--- config.mk ---
export PLATFORM = sky130hd
export DESIGN_NAME = ctrl_bus_arbiter
export DESIGN_NICKNAME = d
export VERILOG_FILES = /design/src/rtl/ctrl_bus_arbiter.sv
export SDC_FILE = /design/constraint.sdc
export NUM_CORES = 1
export LEC_CHECK = 0
export CAP_MARGIN = 20
export CORE_MARGIN = 10
export CORE_UTILIZATION = 42
export DETAILED_ROUTE_END_ITERATION = 10
export PLACE_DENSITY = 0.89
export SLEW_MARGIN = 30
export SYNTH_ARGS = -nofsm -noshare
export SYNTH_HDL_FRONTEND = slang
export SYNTH_SLANG_ARGS = --single-unit
export TNS_END_PERCENT = 10
--- constraint.sdc ---
create_clock -name ctrl_clock -period 2.2 [get_ports ctrl_clock]
set_input_delay 0.44 -clock ctrl_clock [delete_from_list [all_inputs] [get_ports ctrl_clock]]
set_output_delay 0.44 -clock ctrl_clock [all_outputs]
set_load 0.01 [all_outputs]
--- src/rtl/ctrl_bus_arbiter.sv ---
// ctrl_bus_arbiter
// ----------------------------------------------------------------------------
// Sole master of the shared pixel-write control bus that fans out to every
// ledpanel of the cube. Two pixel-write requesters are arbitrated round-robin
// with valid/ready handshakes. A fill engine can write one colour to every
// pixel of every panel (blanking, power-on clear). Writes aimed at panels
// that do not exist are handshaken, dropped and counted.
//
// Ports:
//   ctrl_clock   in   bus clock, the only clock
//   ctrl_reset   in   synchronous reset, active-high
//   reqN_valid   in   requester N has a write (N = 0, 1)
//   reqN_ready   out  requester N write accepted this cycle when valid&ready
//   reqN_panel   in   target panel index, 1-based
//   reqN_addr    in   pixel address
//   reqN_wdat    in   pixel datum (RGB888, red in bits 7:0)
//   fill_start   in   one-cycle pulse: start a fill
//   fill_color   in   fill colour, sampled with fill_start
//   fill_busy    out  fill engine active
//   fill_done    out  one-cycle pulse alongside the last fill write on the bus
//   ctrl_en      out  panel select, 0 = no write
//   ctrl_addr    out  write address
//   ctrl_wdat    out  write datum
//   drop_count   out  saturating count of dropped requests
// ----------------------------------------------------------------------------
module ctrl_bus_arbiter #(
   parameter int NUM_PANELS       = 6,
   parameter int PIXELS_PER_PANEL = 4096,
   parameter int ADDR_W           = 16,
   parameter int DATA_W           = 24
) (
   input  logic              ctrl_clock,
   input  logic              ctrl_reset,

   input  logic              req0_valid,
   output logic              req0_ready,
   input  logic [7:0]        req0_panel,
   input  logic [ADDR_W-1:0] req0_addr,
   input  logic [DATA_W-1:0] req0_wdat,

   input  logic              req1_valid,
   output logic              req1_ready,
   input  logic [7:0]        req1_panel,
   input  logic [ADDR_W-1:0] req1_addr,
   input  logic [DATA_W-1:0] req1_wdat,

   input  logic              fill_start,
   input  logic [DATA_W-1:0] fill_color,
   output logic              fill_busy,
   output logic              fill_done,

   output logic [7:0]        ctrl_en,
   output logic [ADDR_W-1:0] ctrl_addr,
   output logic [DATA_W-1:0] ctrl_wdat,
   output logic [15:0]       drop_count
);

   localparam logic [7:0]        LAST_PANEL = 8'(NUM_PANELS);
   localparam logic [ADDR_W-1:0] LAST_ADDR  = ADDR_W'(PIXELS_PER_PANEL - 1);
   localparam logic [ADDR_W-1:0] ADDR_ONE   = ADDR_W'(1);

   typedef enum logic [1:0] {
      ST_IDLE = 2'd0,
      ST_FILL = 2'd1,
      ST_DONE = 2'd2
   } state_t;

   // ------------------------------------------------------------------------
   // Requester ports gathered into arrays so both are handled identically.
   // ------------------------------------------------------------------------
   logic [1:0]        req_valid;
   logic [7:0]        req_panel [2];
   logic [ADDR_W-1:0] req_addr  [2];
   logic [DATA_W-1:0] req_wdat  [2];
   logic [1:0]        panel_ok;
   logic [1:0]        grant;

   assign req_valid[0] = req0_valid;
   assign req_valid[1] = req1_valid;
   assign req_panel[0] = req0_panel;
   assign req_panel[1] = req1_panel;
   assign req_addr[0]  = req0_addr;
   assign req_addr[1]  = req1_addr;
   assign req_wdat[0]  = req0_wdat;
   assign req_wdat[1]  = req1_wdat;

   // ------------------------------------------------------------------------
   // Registered state
   // ------------------------------------------------------------------------
   state_t            state_reg;
   logic              last_grant_reg;
   logic [DATA_W-1:0] fill_color_reg;
   logic [7:0]        fill_panel_reg;
   logic [ADDR_W-1:0] fill_addr_reg;
   logic              fill_busy_reg;
   logic              fill_done_reg;
   logic [7:0]        ctrl_en_reg;
   logic [ADDR_W-1:0] ctrl_addr_reg;
   logic [DATA_W-1:0] ctrl_wdat_reg;
   logic [15:0]       drop_count_reg;

   // The requesters only get the bus while the fill engine is idle and not
   // being started; a starting fill takes priority over a pending request.
   logic arb_open;
   assign arb_open = (state_reg == ST_IDLE) && !fill_start;

   // Round-robin: with both valid, the one that did not win last time goes.
   // A lone valid requester always wins regardless of last_grant_reg.
   logic [1:0] other_valid;
   logic [1:0] turn;
   assign other_valid = {req_valid[0], req_valid[1]};
   assign turn        = {!last_grant_reg, last_grant_reg};

   genvar gi;
   generate
      for (gi = 0; gi < 2; gi++) begin : g_req
         assign panel_ok[gi] = (req_panel[gi] != 8'd0) && (req_panel[gi] <= LAST_PANEL);
         assign grant[gi]    = arb_open && req_valid[gi] && (!other_valid[gi] || turn[gi]);
      end
   endgenerate

   logic accept;
   logic sel;
   assign accept = |grant;
   assign sel    = grant[1];

   // ------------------------------------------------------------------------
   // Fill FSM, arbitration state and registered bus outputs
   // ------------------------------------------------------------------------
   always_ff @(posedge ctrl_clock) begin
      if (ctrl_reset) begin
         state_reg      <= ST_IDLE;
         last_grant_reg <= 1'b1;
         fill_color_reg <= '0;
         fill_panel_reg <= '0;
         fill_addr_reg  <= '0;
         fill_busy_reg  <= 1'b0;
         fill_done_reg  <= 1'b0;
         ctrl_en_reg    <= '0;
         ctrl_addr_reg  <= '0;
         ctrl_wdat_reg  <= '0;
         drop_count_reg <= '0;
      end else begin
         // Default: nothing on the bus next cycle, no done pulse.
         ctrl_en_reg   <= 8'd0;
         fill_done_reg <= 1'b0;

         case (state_reg)
            ST_IDLE: begin
               if (fill_start) begin
                  fill_color_reg <= fill_color;
                  fill_panel_reg <= 8'd1;
                  fill_addr_reg  <= '0;
                  fill_busy_reg  <= 1'b1;
                  state_reg      <= ST_FILL;
               end else if (accept) begin
                  last_grant_reg <= sel;
                  if (panel_ok[sel]) begin
                     ctrl_en_reg   <= req_panel[sel];
                     ctrl_addr_reg <= req_addr[sel];
                     ctrl_wdat_reg <= req_wdat[sel];
                  end else if (drop_count_reg != 16'hFFFF) begin
                     drop_count_reg <= drop_count_reg + 16'd1;
                  end
               end
            end

            ST_FILL: begin
               ctrl_en_reg   <= fill_panel_reg;
               ctrl_addr_reg <= fill_addr_reg;
               ctrl_wdat_reg <= fill_color_reg;
               if (fill_addr_reg == LAST_ADDR) begin
                  fill_addr_reg <= '0;
                  if (fill_panel_reg == LAST_PANEL) begin
                     // Last write issued: done pulse lines up with it on the bus.
                     state_reg     <= ST_DONE;
                     fill_busy_reg <= 1'b0;
                     fill_done_reg <= 1'b1;
                  end else begin
                     fill_panel_reg <= fill_panel_reg + 8'd1;
                  end
               end else begin
                  fill_addr_reg <= fill_addr_reg + ADDR_ONE;
               end
            end

            ST_DONE: begin
               state_reg <= ST_IDLE;
            end

            default: begin
               state_reg <= ST_IDLE;
            end
         endcase
      end
   end

   assign req0_ready = grant[0];
   assign req1_ready = grant[1];
   assign fill_busy  = fill_busy_reg;
   assign fill_done  = fill_done_reg;
   assign ctrl_en    = ctrl_en_reg;
   assign ctrl_addr  = ctrl_addr_reg;
   assign ctrl_wdat  = ctrl_wdat_reg;
   assign drop_count = drop_count_reg;

endmodule

==> impl_results.md, run 1 <==
* Status: complete, but fails checks
* Fraction of power spent switching nets at about 25%
* Startpoint types: primary input
* Worst Skew at 0.00926 ns
* Max Cap Viol at 0
* Tmin final at approximately 2.3 ns
* DRC viols at 0
* CTS clk-pin slew, worst paths at 0.06 ns
* Pint at about 4.4 mW
* Slew headroom at 51.2%
* Initial Util at roughly 42%
* # port buffers at 192
* Pins Over Slew Limit at 0
* Failing checks: negative setup slack
* Register bit total from synthesis at 117
* Clk buf depth at 2
* Net switching power at roughly 1.5 mW
* Largest net degree at the start of global routing at roughly 150
* ANT cells at 0
* First-pass GRT wire length at roughly 32,000 um
* Die ar. at approximately 19,000 um2
* Post-DR vias/cell at ~6
* Post-route cell area at around 9200 um2
* Area grow syn2layout at 57.0%
* Syn_area_per_cell at around 8.7 um2
* # IOs at slightly below 200
* Peak VDD IR at ~470 uV
* CP max-delay cell: or4_1
* H-tree levels at 4
* Final setup fails at 37
* Slew @ Worst Pin at around 0.72 ns
* Comb power frac at between 10% and 20%
* Dpl ws at -0.543 ns
* Post-synth top flop: dfxtp_1
* Fin worst setup slack at -0.111 ns
* Router iterations before antenna repair at 6
* Hold WS at roughly 0.46 ns
* Share of cells above drive strength 1 at 14.5%
* Seq/Total Area, Yosys at 40.1%
* RR Startpoint: state_reg[0]
* Fraction of registers with async set/reset at 0%
* DIE HEIGHT at 138 um
* GRT Overall Usage at a little over a fifth
* Flop pwr share at between 30% and 40%
* CTS tree: yes
* Ys Warns at 0
* Final WL at roughly 22,000 um
* Routed Antenna Nets at 0
* Fill cells at between 900 and 1,000
* RSZ-0062 raised after global routing: yes
* Worst EP required at approximately 2.5 ns
* Cell breakdown of the critical path: clkdlybuf4s50_1 > or4_1 > nor4_2 > buf_4 > a22oi_2 > buf_12 > clkbuf_16 > o311ai_0
* Root buf cell: clkbuf_16
* Power density over cell area at 639 nW/um2
* Vias in the first global route at between 6,000 and 7,000
* HP Start: fill_color_reg[18]
* Clock group share of total power at 49.0%
* Net Count, Synth at roughly 800
* Gr ovfl total at 0
* Leakage at ~3.1 nW
* Worst Hold Class: reg -> reg
* Die W at 138 um
* Worst Setup End Kind: register
* # clock sinks at 117
* HPWL after detailed placement at approximately 15,000 um
* Post-DP Area at 8260 um2
* WS Path Type: in -> reg
* CTS Hold Bufs at 0
* EDFF count, synth at 0
* Routed wire per std cell at around 20 um
* Worst setup path start: req1_panel[4]
* Cts bufs inserted at 17
* Row count at 43
* Initial DRC Count at between 500 and 600
* Antenna violations before repair at 0
* Vias at 6,499
* Layout Nets at about 1,000
* Synth cell types at 51
* Max Freq at 433 MHz
* Period utilization at 105%
* Critical Path AT at approximately 2.6 ns
* Worst-Skew Late Latency at roughly 0.42 ns
* Cells after Synth at between 600 and 700
* Core footprint at 13,800 um2
* Gpl congestion at 0.866
* Crit-path max cell delay at between 0.5 and 0.6 ns
* Cell Area, Synth at between 5000 and 6000 um2
* Crit-path max FO at 12
* Final Hold Viols at 0
## worst paths after layout
check / slack (ns) / end / depth (start not counted)
worst min-delay path: 0.46 / fill_color_reg[18] / 2
worst max register to register: -0.08 / drop_count[6] / 7
worst max-delay path: -0.11 / ctrl_wdat[16] / 8
worst min register to register: 0.46 / fill_color_reg[18] / 2
## critical path: cells and delay by family
kind	cells	cell delay (ns)
compound gates	2	0.44
simple gates	2	0.80
buf+inv	4	0.92
## Yosys cell counts (all sizes together) (3+ instances only)
cell / n / area share (%)
dfxtp: 117 / 40
nand2: 84 / 5.4
a21oi: 51 / 4.4
clkbuf: 41 / 2.6
mux2i: 40 / 6.9
nand4b: 40 / 6.0
o311ai: 40 / 6.0
nand3b: 35 / 4.5
nor2: 25 / 1.6
nand3: 24 / 2.1
buf: 16 / 1.3
o21ai: 16 / 1.4
or4: 16 / 2.1
nor2b: 13 / 1.4
o31ai: 11 / 1.4
or3: 11 / 1.2
nor3: 10 / 0.86
inv: 9 / 0.58
nor4: 9 / 0.96
nand4: 7 / 0.75
and3: 6 / 0.64
and2: 5 / 0.54
nand2b: 5 / 0.54
a211o: 4 / 0.60
ha: 4 / 0.86
or4b: 4 / 0.69
a21o: 3 / 0.39
a2bb2oi: 3 / 0.45
mux2: 3 / 0.58
o211ai: 3 / 0.39
## cell families (layout without fill, tap and decap cells)
group                    Yosys count  count (layout)  share of synthesized area, %
AND/OR/NAND/NOR                  300             300                          30.0
AO/OA/AOI/OAI                    145             145                          17.0
flip-flops                       117             117                          40.1
buffers and inverters             66             295                          4.54
multiplexers                      43              43                          7.44
adder cells (fa/ha/maj)            4               4                         0.857
## cell type report
| cell class | instances | area (um2) | area share, % |
|---|---|---|---|
| Tap cell | 180 | 225 | 2.46 |
| Inverter | 9 | 38.8 | 0.423 |
| Clock buffer | 18 | 439 | 4.79 |
| Sequential cell | 117 | 2350 | 25.6 |
| Timing Repair Buffer | 254 | 2560 | 27.9 |
| Clock inverter | 14 | 176 | 1.92 |
| Multi-Input combinational cell | 492 | 3380 | 36.9 |
## routing by layer
| layer | wire, um | vias up | GRT usage, % | part of all wire, % |
|---|---|---|---|---|
| met5 | 0 | - | 0 | 0 |
| met4 | 832 | 0 | 9.10 | 3.8 |
| met3 | 2070 | 64 | 6.12 | 9.4 |
| met2 | 10900 | 336 | 35.4 | 49 |
| met1 | 8360 | 3106 | 23.9 | 38 |
| li1 | - | 2993 | - | - |
## power groups by stage
stage / sequential, mW / combinational, mW / clock, mW
2_1_floorplan: 2.27 / 0.291 / 0
3_3_place_gp: 2.26 / 0.708 / 0
3_5_place_dp: 2.26 / 0.724 / 0
4_1_cts: 2.21 / 0.747 / 2.90
5_1_grt: 2.22 / 0.820 / 2.98
6_report: 2.22 / 0.772 / 2.87
## stage by stage
| stage | util, % | total power, mW | std cells | setup TNS [ns] |
|---|---|---|---|---|
| floorplan | - | 2.56 | 675 | 0 |
| global placement | 60.0 | 2.96 | 1042 | -22.71 |
| detailed placement | 60.0 | 2.98 | 1042 | -29.09 |
| CTS | 65.0 | 5.86 | 1078 | -0.264 |
| global route | 66.6 | 6.02 | 1084 | -4.49 |
| finish | 66.6 | 5.86 | 1084 | -1.40 |
## layout by cell type, fill, tap and decap left out, types with 5 or more instances in the layout
cell,Yosys,layout
inv_1,8,8
buf_4,1,47
o311ai_1,6,24
or4_1,16,15
nor2b_1,13,12
o21ai_0,16,16
o31ai_1,11,11
clkinvlp_4,0,5
nand4b_1,40,40
mux2i_1,40,40
dfxtp_1,117,113
nor2_1,25,23
clkbuf_16,0,20
nand2_1,84,84
nand4_1,7,7
a21oi_1,51,46
and2_1,5,5
nor3_1,10,10
buf_6,0,7
a21oi_2,0,5
buf_12,0,8
and3_1,6,6
or3_1,11,11
clkdlybuf4s50_1,0,186
o311ai_0,34,13
nand3_1,24,24
nand3b_1,35,35
## repair_timing
| action | in CTS | in global routing |
|---|---|---|
| endpoints found under the setup margin | 56 | 75 |
| gates cloned | 0 | 4 |
| buffers inserted | 4 | 2 |
| resized for setup | 27 | 37 |
| pin swaps | 17 | 4 |
Note: power is estimated with default switching activity, not from simulation.
==> run 2: changes to the inputs <==
--- a/config.mk
+++ b/config.mk
@@ -9,7 +9,8 @@
 export CORE_MARGIN = 10
 export CORE_UTILIZATION = 42
 export DETAILED_ROUTE_END_ITERATION = 10
-export PLACE_DENSITY = 0.89
+export PLACE_DENSITY = 0.87
+export SKIP_LAST_GASP = 1
 export SLEW_MARGIN = 30
 export SYNTH_ARGS = -nofsm -noshare
 export SYNTH_HDL_FRONTEND = slang
==> constraint.sdc (replaced) <==
create_clock -name ctrl_clock -period 2.2 [get_ports ctrl_clock]
set_input_delay 0.22 -clock ctrl_clock [delete_from_list [all_inputs] [get_ports ctrl_clock]]
set_output_delay 0.22 -clock ctrl_clock [all_outputs]
set_load 0.01 [all_outputs]
==> run 2 against run 1 <==
  * The run still ends with negative setup slack left
  * Routed wire length down 4.2%
  * Maximum frequency up 2.7%
  * Global-route usage up 0.13 points
  * Critical endpoint is now drop_count[7]
  * Via count down 3.5%
  * Count of clock-buffer cells in the layout up 1
  * Critical path type is now reg -> reg
  * Clock power down 1%
  * Register-to-register slack better by 0.03 ns
  * Non-clock buffer count down 9
  * Flip-flop and latch count unchanged
  * Combinational power down 2%
  * Utilization down 1.7 points
  * Total power down 1.0%
==> impl_results.md, run 2 (same netlist as run 1, synthesis figures left out) <==
* Area grow syn2layout at 53.1%
* Leakage at 3.04 nW (-3.2%)
* Tot Pwr at 5.80 mW (-1.0%)
* Tmin final at 2.25 ns (-0.0618 ns)
* Largest net degree at the start of global routing at 51 (-66%)
* Fill cells at 1,037 (+7.3%)
* Post-DP Area at 8230 um2 (-0.36%)
* Power density over cell area at 649 nW/um2 (+1.5%)
* Final setup fails at 3 (-92%)
* Gpl congestion at 0.868 (+0.23%)
* Failing checks: negative setup slack
* Critical Path AT at 2.59 ns (-0.02 ns)
* Gr ovfl total at 0 (unchanged)
* HP Start: ctrl_reset
* Total negative setup slack at -0.0737 ns (+1.33 ns)
* Router iterations before antenna repair at 7 (+1)
* Status: complete, but fails checks
* Vias at 6,271 (-3.5%)
* H-tree levels at 4 (unchanged)
* Worst-Skew Late Latency at 0.42 ns (about the same)
* Max Freq at 445 MHz (+2.7%)
* Worst EP required at 2.54 ns (+0.04 ns)
* Most frequent cells in the layout: clkdlybuf4s50_1 (189), dfxtp_1 (116), nand2_1 (84)
* Core footprint at 13,800 um2 (unchanged)
* Fin worst setup slack at -0.0492 ns (+0.0618 ns)
* # clock sinks at 117 (unchanged)
* Routed Antenna Nets at 0 (unchanged)
* Die ar. at 19,000 um2 (unchanged)
* Period utilization at 102% (-2.8 points)
* Startpoint types: register
* ANT cells at 0 (unchanged)
* # port buffers at 192 (unchanged)
* Vias in the first global route at 6,145 (+1.8%)
* Max Cap Viol at 0 (unchanged)
* GRT Overall Usage at 21.0% (+0.13 points)
* Peak VDD IR at 476 uV (+0.86%)
* Cts bufs inserted at 17 (unchanged)
* Routed wire per std cell at 19.7 um (-3.4%)
* HPWL after detailed placement at 14,600 um (-0.39%)
* RR Startpoint: state_reg[0]
* First-pass GRT wire length at 32,000 um (+1.4%)
* Final Hold Viols at 0 (unchanged)
* Worst Hold Class: in -> reg
* Clk buf depth at 2 (unchanged)
* Crit-path max FO at 12 (unchanged)
* Worst Setup End Kind: register
* Post-route cell area at 8940 um2 (-2.5%)
* Root buf cell: clkbuf_16
* Layout Nets at 1,011 (-0.88%)
* Worst setup path start: state_reg[0]
* Die W at 138 um (unchanged)
* Worst Skew at 0.0173 ns (+0.00806 ns)
* Post-CTS Setup Inserts at 0 (-4)
* Slew headroom at 51.2% (+0.077 points)
* CTS tree: yes
* DIE HEIGHT at 138 um (unchanged)
* # IOs at 193 (unchanged)
* RSZ-0062 raised after global routing: yes
* Row count at 43 (unchanged)
* Core Util, Final at 64.9% (-1.7 points)
* Share of cells above drive strength 1 at 11.6% (-2.9 points)
* DRC viols at 0 (unchanged)
* Post-DR vias/cell at 5.83 (-2.7%)
* Dpl ws at -0.345 ns (+0.198 ns)
* Final WL at 21,200 um (-4.2%)
* Commonest non-fill, non-tap cell in the layout: clkdlybuf4s50_1
* CTS clk-pin slew, worst paths at 0.06 ns (about the same)
* Slew @ Worst Pin at 0.722 ns (-0.00114 ns)
* WS Path Type: reg -> reg
* Pins Over Slew Limit at 0 (unchanged)
* Antenna violations before repair at 0 (unchanged)
* CTS Hold Bufs at 0 (unchanged)
* Initial DRC Count at 391 (-32%)
* Initial Util at 42.4% (unchanged)
-- run 2: worst paths after layout --
kind	to	slack, ns	depth (start not counted)
setup reg to reg	drop_count[7]	-0.05	6
setup / recovery	drop_count[7]	-0.05	6
hold reg to reg	fill_color_reg[19]	0.46	2
hold / removal	fill_addr_reg[10]	0.26	2
-- run 2: layout make-up --
| class | count | area, um2 | area share (%) |
|---|---|---|---|
| Multi-Input combinational cell | 492 | 3310 | 37.0 |
| Timing Repair Buffer | 245 | 2420 | 27.1 |
| Clock inverter | 13 | 156 | 1.75 |
| Tap cell | 180 | 225 | 2.52 |
| Sequential cell | 117 | 2340 | 26.2 |
| Clock buffer | 19 | 453 | 5.07 |
| Inverter | 9 | 36.3 | 0.406 |
-- run 2: critical path, stage by stage, from the launching register on --
cell	delay (ns)
dfxtp_1	0.34
or4b_4	0.52
a21o_1	0.19
o32a_4	0.24
buf_12	0.16
or4b_1	0.51
a21oi_1	0.19
-- run 2: what timing repair did --
| action | in CTS | in global routing |
|---|---|---|
| endpoints found under the setup margin | 6 | 72 |
| gates resized for setup | 5 | 19 |
| hold endpoints to repair | 0 | 0 |
| pin swaps | 0 | 2 |
| cloned | 0 | 2 |
-- run 2: metal layers --
layer	routed length, um	up-vias	global-route usage, %
li1	-	2983	-
met1	8190	2966	24.1
met2	10700	282	36.6
met3	1890	40	5.80
met4	415	0	7.53
met5	0	-	0
-- run 2: power by group --
part | switching (mW) | internal, mW | total, mW | leakage [nW]
Clock | 1.00 | 1.83 | 2.83 | 0.287
Combinational | 0.345 | 0.409 | 0.754 | 1.81
Sequential | 0.0372 | 2.18 | 2.22 | 0.950
-- run 2: per-stage QoR --
step	hold WS [ns]	instances
final	0.261	1075
after global routing	0.252	1075
after CTS	0.231	1073
after detailed placement	0.448	1041
after global placement	0.441	1041
after floorplan	0.356	675
==> run 3: changes to the inputs <==
--- a/config.mk
+++ b/config.mk
@@ -5,11 +5,11 @@
 export SDC_FILE = /design/constraint.sdc
 export NUM_CORES = 1
 export LEC_CHECK = 0
-export CAP_MARGIN = 20
 export CORE_MARGIN = 10
 export CORE_UTILIZATION = 42
 export DETAILED_ROUTE_END_ITERATION = 10
 export PLACE_DENSITY = 0.87
+export RECOVER_POWER = 25
 export SKIP_LAST_GASP = 1
 export SLEW_MARGIN = 30
 export SYNTH_ARGS = -nofsm -noshare
==> run 3 against run 2 <==
  * The flow still finishes with violations (negative setup slack)
  * Die area stayed put
  * Worst hold slack got worse by 0.0021 ns
  * Flip-flop and latch count is the same
  * Maximum frequency is 0.22% lower
  * Utilization is essentially flat
  * Via count hardly changed
  * Combinational power is 0.7% lower
  * Total power is 0.13% lower
  * Non-clock buffer count stayed put
  * Sequential share of layout area is essentially flat
  * Critical endpoint unchanged
==> impl_results.md, run 3 (same netlist as run 1, synthesis figures left out) <==
* Die W at 138 um (unchanged)
* CTS clk-pin slew, worst paths at 0.06 ns (about the same)
* Final Hold Viols at 0 (unchanged)
* # port buffers at 192 (unchanged)
* Peak VDD IR at 475 uV (-0.17%)
* Post-DR vias/cell at 5.83 (about the same)
* Max Cap Viol at 0 (unchanged)
* HP Start: ctrl_reset
* # clock sinks at 117 (unchanged)
* Worst Setup End Kind: register
* Root buf cell: clkbuf_16
* Status: complete, but fails checks
* HPWL after detailed placement at 14,600 um (unchanged)
* Vias in the first global route at 6,145 (unchanged)
* Post-DP Area at 8230 um2 (unchanged)
* Pins Over Slew Limit at 0 (unchanged)
* Period utilization at 102% (+0.23 points)
* H-tree levels at 4 (unchanged)
* R2R cell count at 6 (unchanged)
* Power density over cell area at 648 nW/um2 (about the same)
* Largest net degree at the start of global routing at 51 (unchanged)
* First-pass GRT wire length at 32,000 um (unchanged)
* Most frequent cells in the layout: clkdlybuf4s50_1 (159), dfxtp_1 (117), nand2_1 (84)
* Slew headroom at 51.2% (about the same)
* Initial DRC Count at 404 (+3.3%)
* Slew @ Worst Pin at 0.722 ns (-0.000000119 ns)
* DIE HEIGHT at 138 um (unchanged)
* Final setup fails at 3 (unchanged)
* Layout Nets at 1,011 (unchanged)
* Routed wire per std cell at 19.7 um (-0.11%)
* GRT Overall Usage at 21.0% (unchanged)
* Cts bufs inserted at 17 (unchanged)
* Tmin final at 2.25 ns (+0.00502 ns)
* Crit-path max FO at 12 (unchanged)
* Post-CTS Setup Inserts at 0 (unchanged)
* ANT cells at 0 (unchanged)
* Fin worst setup slack at -0.0542 ns (-0.00502 ns)
* DRC viols at 0 (unchanged)
* Startpoint types: register
* Routed Antenna Nets at 0 (unchanged)
* Initial Util at 42.4% (unchanged)
* Area grow syn2layout at 53.0% (about the same)
* Router iterations before antenna repair at 7 (unchanged)
* Share of cells above drive strength 1 at 11.4% (-0.22 points)
* CTS tree: yes
* Gpl congestion at 0.868 (unchanged)
* Max Freq at 444 MHz (-0.22%)
* Post-route cell area at 8940 um2 (about the same)
* Worst Skew at 0.0145 ns (-0.00285 ns)
* Worst-Skew Late Latency at 0.42 ns (about the same)
* Worst Hold Class: in -> reg
* Hold Path End: fill_addr_reg[10]
* Critical Path AT at 2.59 ns (about the same)
* WS Path Type: reg -> reg
* Failing checks: negative setup slack
* Core footprint at 13,800 um2 (unchanged)
* Vias at 6,265 (-0.096%)
* Total negative setup slack at -0.0774 ns (-0.00369 ns)
* # IOs at 193 (unchanged)
* Worst EP required at 2.54 ns (about the same)
* Antenna violations before repair at 0 (unchanged)
* Die ar. at 19,000 um2 (unchanged)
* Hold path depth at 2 (unchanged)
* Commonest non-fill, non-tap cell in the layout: clkdlybuf4s50_1
* Reg-to-reg slack, setup at -0.05 ns (about the same)
* Gr ovfl total at 0 (unchanged)
* Row count at 43 (unchanged)
* Clk buf depth at 2 (unchanged)
* Leakage at 3.14 nW (+3.2%)
* RR Startpoint: state_reg[1]
* FF-to-FF End: drop_count[7]
* Final WL at 21,200 um (-0.11%)
* RSZ-0062 raised after global routing: yes
## run 3: cell types whose count changed in the layout (fill, tap and decap cells not counted)
cell | previous run | this run
clkdlybuf4s50_1 | 189 | 159
dlygate4sd3_1 | 0 | 30
and2_0 | 0 | 2
and2_1 | 5 | 3
buf_4 | 46 | 44
clkbuf_1 | 0 | 1
clkbuf_4 | 0 | 1
dfxtp_1 | 116 | 117
dfxtp_2 | 1 | 0
## run 3: final cells by class
type	count	area (um2)
fill	1038	4840
multi-input combinational	492	3310
timing repair buffer	245	2420
tap	180	225
sequential	117	2340
inverter	9	36.3
clock inverter	13	156
clock buffer	19	453
## run 3: through the flow
stage,hold WS [ns],std cells,power [mW],setup slack [ns],utilization (%)
2_1_floorplan,0.356,675,2.56,0.0188,-
3_3_place_gp,0.441,1041,2.96,-0.318,59.7
3_5_place_dp,0.448,1041,2.98,-0.345,59.7
4_1_cts,0.231,1073,5.80,-0.0488,64.1
5_1_grt,0.252,1075,5.99,-0.112,64.9
6_report,0.259,1075,5.79,-0.0542,64.9
## run 3: worst max path at each step
stage                     start  cells past startpoint                end
2_1_floorplan      state_reg[1]                      5      drop_count[6]
3_3_place_gp         req0_valid                      6      drop_count[5]
3_5_place_dp         req0_valid                      6      drop_count[5]
4_1_cts            state_reg[1]                      5      drop_count[5]
5_1_grt        fill_addr_reg[0]                      7  fill_panel_reg[3]
6_report           state_reg[1]                      6      drop_count[7]
## run 3: timing repair
action / CTS / global route
hold buffers: 0 / 0
setup endpoints to repair: 6 / 72
gates cloned: 0 / 2
pin swaps: 0 / 2
gates resized for setup: 5 / 19
## run 3: power breakdown
| group | internal (mW) | total [mW] | leakage (nW) | switching [mW] |
|---|---|---|---|---|
| sequential | 2.18 | 2.22 | 0.949 | 0.0368 |
| combinational | 0.405 | 0.749 | 1.90 | 0.344 |
| clock | 1.83 | 2.83 | 0.287 | 1.00 |
## run 3: critical path, cell delays in order (launching register included)
cell and delay, ns:
dfxtp_1 0.33, or4b_4 0.54, a21o_1 0.19, o32a_4 0.24, buf_12 0.16, or4b_1 0.51
a21oi_1 0.19
## run 3: metal layers
metal	part of all wire, %	vias up	GRT usage [%]	routed length (um)
met2	50	285	36.6	10700
met4	2.0	0	7.53	425
met5	0	-	0	0
met3	9.4	40	5.80	2000
li1	-	2982	-	-
met1	38	2958	24.1	8080
